--- src/rtl/reg_file_32x32.sv ---
// 32 x 32-bit register file: two combinational read ports, one synchronous write port, r0 hard-wired to zero.
// Optional write-to-read forwarding is enabled by defining REGFILE_BYPASS_EN.
module reg_file_32x32 #(
    parameter int unsigned DATA_W  = 32,
    parameter int unsigned ADDR_W  = 5,
    parameter int unsigned SP_IDX  = 2,
    parameter logic [31:0] SP_INIT = 32'h0000_0FFC
) (
    input  logic              clk,
    input  logic              rst,
    input  logic [ADDR_W-1:0] rs1,
    input  logic [ADDR_W-1:0] rs2,
    input  logic [ADDR_W-1:0] rd,
    input  logic              we,
    input  logic [DATA_W-1:0] wdata,
    output logic [DATA_W-1:0] rdata1,
    output logic [DATA_W-1:0] rdata2
);

    localparam int unsigned DEPTH = 2 ** ADDR_W;

    logic [DATA_W-1:0] regs_q [DEPTH];
    logic [DATA_W-1:0] regs_d [DEPTH];
    logic              wr_en;

    assign wr_en = we && (rd != '0);

    // Next-state: a single qualified write; r0 is never updated.
    always_comb begin
        regs_d = regs_q;
        if (wr_en) begin
            regs_d[rd] = wdata;
        end
        regs_d[0] = '0;
    end

    // Reset wins over any write in the same cycle.
    always_ff @(posedge clk) begin
        if (rst) begin
            for (int unsigned i = 0; i < DEPTH; i++) begin
                regs_q[i] <= (i == SP_IDX) ? DATA_W'(SP_INIT) : '0;
            end
        end else begin
            regs_q <= regs_d;
        end
    end

    // Read ports; address 0 always returns zero regardless of storage or forwarding.
    always_comb begin
        rdata1 = '0;
        rdata2 = '0;
        if (rs1 != '0) begin
            rdata1 = regs_q[rs1];
        end
        if (rs2 != '0) begin
            rdata2 = regs_q[rs2];
        end
`ifdef REGFILE_BYPASS_EN
        if (!rst && wr_en && (rs1 == rd)) begin
            rdata1 = wdata;
        end
        if (!rst && wr_en && (rs2 == rd)) begin
            rdata2 = wdata;
        end
`endif
    end

endmodule

--- config.mk ---
export PLATFORM = sky130hd
export DESIGN_NAME = reg_file_32x32
export DESIGN_NICKNAME = d
export VERILOG_FILES = /design/src/rtl/reg_file_32x32.sv
export SDC_FILE = /design/constraint.sdc
export NUM_CORES = 2
export LEC_CHECK = 0
export ABC_AREA = 1
export CORE_ASPECT_RATIO = 1.2
export CORE_MARGIN = 10
export CORE_UTILIZATION = 30
export DETAILED_ROUTE_END_ITERATION = 16
export PLACE_DENSITY = 0.54
export SYNTH_ARGS = -nofsm -noshare
export SYNTH_HDL_FRONTEND = slang
export SYNTH_SLANG_ARGS = --single-unit
--- constraint.sdc ---
create_clock -name clk -period 1.7 [get_ports clk]
set_clock_uncertainty 0.05 [all_clocks]
set_input_delay 0.17 -clock clk [delete_from_list [all_inputs] [get_ports clk]]
set_output_delay 0.17 -clock clk [all_outputs]
set_load 0.05 [all_outputs]
==> impl_metrics.ini <==
[outcome]
outcome = complete, but fails checks
violations = negative setup slack

[job]
cap_violations = 0

[floorplanning]
core-area_sq_mm = 0.181
die-area_sq_mm = 0.199
die_y_um = 486
io_pins = 114
start_util = 0.301
die_width_um = 409
rows = 171

[grt]
grt_overflow = 0
track_usage = 0.263
grt_first_pass_wirelength_um = 400000
first_global_vias = 59400
grt_max_degree = 99
antenna_found_initial = 12

[clocking]
cts_tree = built
path_clk_slew_ns = 0.06
cts_root_buf = clkbuf_16
clock-sinks = 992
numCtsBuffers = 112
clock_latency_ns = 0.75
htreeDepth = 3
cts_buffer_depth = 3

[cells_and_area]
multiInputGateArea_sq_mm = 0.0342
seqCellArea_sq_mm = 0.0205
fill_cells = 18800
reg.largest.list = regs_q x992
fin_area_sq_mm = 0.0729
area_growth_pct = 34.1
layout-drive-gt1-share = 0.245
nNetsFinal = 9372
largest_reg_flops = 992
regMostFlops = regs_q

[power]
p_leak_uw = 0.0321
powerDensity_mw_per_mm2 = 828
peakVddDrop_mv = 0.922

[route]
drt_iter0_markers = 9131
avgViaCountPerCell = 5.50
first_pass_iters = 6
vias = 65000
wirelength_um = 278000
drc = 0
antenna_left = 0
wl_per_cell_um = 23.5

[placed_design]
numPortBuffers = 113
placed_area_sq_mm = 0.0639
dp_hpwl_um = 187000
place_congestion = 0.971

[yosys]
synth_top_area_share = 0.365
synth_top_area_cell = dfxtp_1
ys_seq_elements = 992
async_flop_share = 0
ys_seq_area_frac = 0.365
yosysWarnings = 0
synthCells = 9203
yosysMostFrequentCell = nand2_1
synth_edf_count = 0
ys_top_cells_by_count = nand2_1, nor2_1, nand3_1
synthesis.nets = 9253
synth.area.top_cells = dfxtp_1, nand2_1, nand3_1
synth_area_per_cell_sq_um = 5.91
syn_area_sq_mm = 0.0544
ys_types = 17
synth_ff_type = dfxtp_1

[worst_setup_path]
slowest_delay_ns = 0.35
worstSetupEndpointType = primary output
required_ns = 1.48
crit_path_top_delay_cell = dfxtp_2
crit_family = simple AND/OR/NAND/NOR gates
worstSetupPathType = flop to primary output
cp.arrival_ns = 2.11
cp-start-kind = flop
critPathMostFrequentCell = nand2_2
cp_cell_sequence = nand2_1, nand3_1, nand3_2, nand2_4, nand2_2, nand2_2, nand2_2, nand2_4, buf_12
cp_max_fo = 3
critPathBufInv = 1

[timing]
tightest_slew_ns = 1.06
setup_ws_ns = -0.631
fin_crit_sh = 1.37
rsz0062_at_grt = yes
fmax_mhz = 429
setup_tns_ns = -33.60
slew_headroom = 0.294
finalCriticalPeriod_ns = 2.33
report.final.slew_viol_count = 0
setup_viol = 64
finalHoldViolCount = 0

[worst_hold_path]
hold_class = input pin to flop
final cells by class:
class | instances | area share
Multi-Input combinational cell | 7093 | 0.470
Timing Repair Buffer | 804 | 0.137
Antenna cell | 2 | 0.0000686
Timing Repair inverter | 2 | 0.000240
Clock inverter | 44 | 0.00748
Tap cell | 2422 | 0.0416
Clock buffer | 159 | 0.0447
Inverter | 317 | 0.0185
Sequential cell | 992 | 0.281
layer usage:
metal / GRT usage / wire length, um / vias up
met5: 0 / 91 / -
met4: 0.160 / 19100 / 14
met3: 0.0538 / 29500 / 752
met2: 0.384 / 115000 / 4057
met1: 0.353 / 115000 / 30600
li1: - / - / 29600
worst min-delay path, delay by kind of cell:
| kind | cells | cell delay (ns) |
|---|---|---|
| buffers and inverters | 1 | 0.42 |
| AND/OR/NAND/NOR | 2 | 0.27 |
placed cells by master (no fill, tap or decap), types with 22 or more instances in the layout:
cell type  instances
a21oi_1          265
buf_12           299
buf_2             24
buf_4            416
buf_6             22
clkbuf_16        114
clkbuf_8          24
dfxtp_1          497
dfxtp_2          489
inv_1            226
inv_2             58
nand2_1         2370
nand2_2          216
nand2_4          236
nand2_8           24
nand3_1         1060
nand3_2          223
nand3_4           31
nor2_1          1621
o21ai_0          979
o21ai_1           29
logic make-up after synthesis:
logic type	Yosys count	share of synthesized area
DFF	992	0.365
AOI/OAI and AO/OA	1284	0.118
buffers and inverters	1118	0.0848
and+or+nand+nor	5809	0.432
path summary, 6_finish.rpt:
| check | startpoint | to | slack, ns | depth (start not counted) |
|---|---|---|---|---|
| max reg2reg | regs_q[733] | regs_q[733] | 0.84 | 4 |
| max | regs_q[674] | rdata2[2] | -0.63 | 9 |
| min | wdata[6] | regs_q[582] | 0.09 | 3 |
| min reg2reg | regs_q[889] | regs_q[889] | 0.41 | 2 |
timing repair:
item                                    CTS  global route
gates resized for setup                 934           711
hold endpoints to repair                532             0
gates cloned                              2             0
hold buffers                             19             0
setup buffers                             3            12
pin swaps                               234           295
endpoints found under the setup margin   64            64
power breakdown:
group / internal (uW) / leakage (uW) / switching, uW / total [uW]
Sequential: 23600 / 0.00826 / 221 / 23800
Combinational: 3540 / 0.0220 / 7080 / 10600
Clock: 14800 / 0.00187 / 11100 / 26000
Total: 41900 / 0.0321 / 18400 / 60400
through the flow:
step,utilization,setup slack [ns],hold slack [ns],std cells,total power [uW]
finish,0.404,-0.631,0.0920,11800,60400
global route,0.404,-0.641,0.0818,11800,61700
CTS,0.391,-0.622,0.0250,11800,59800
detailed placement,0.354,-0.634,0.409,11600,33500
global placement,0.354,-0.640,0.403,11600,33500
floorplan,-,0.00343,0.296,9203,28500
Power figures use the tool's default switching activity.
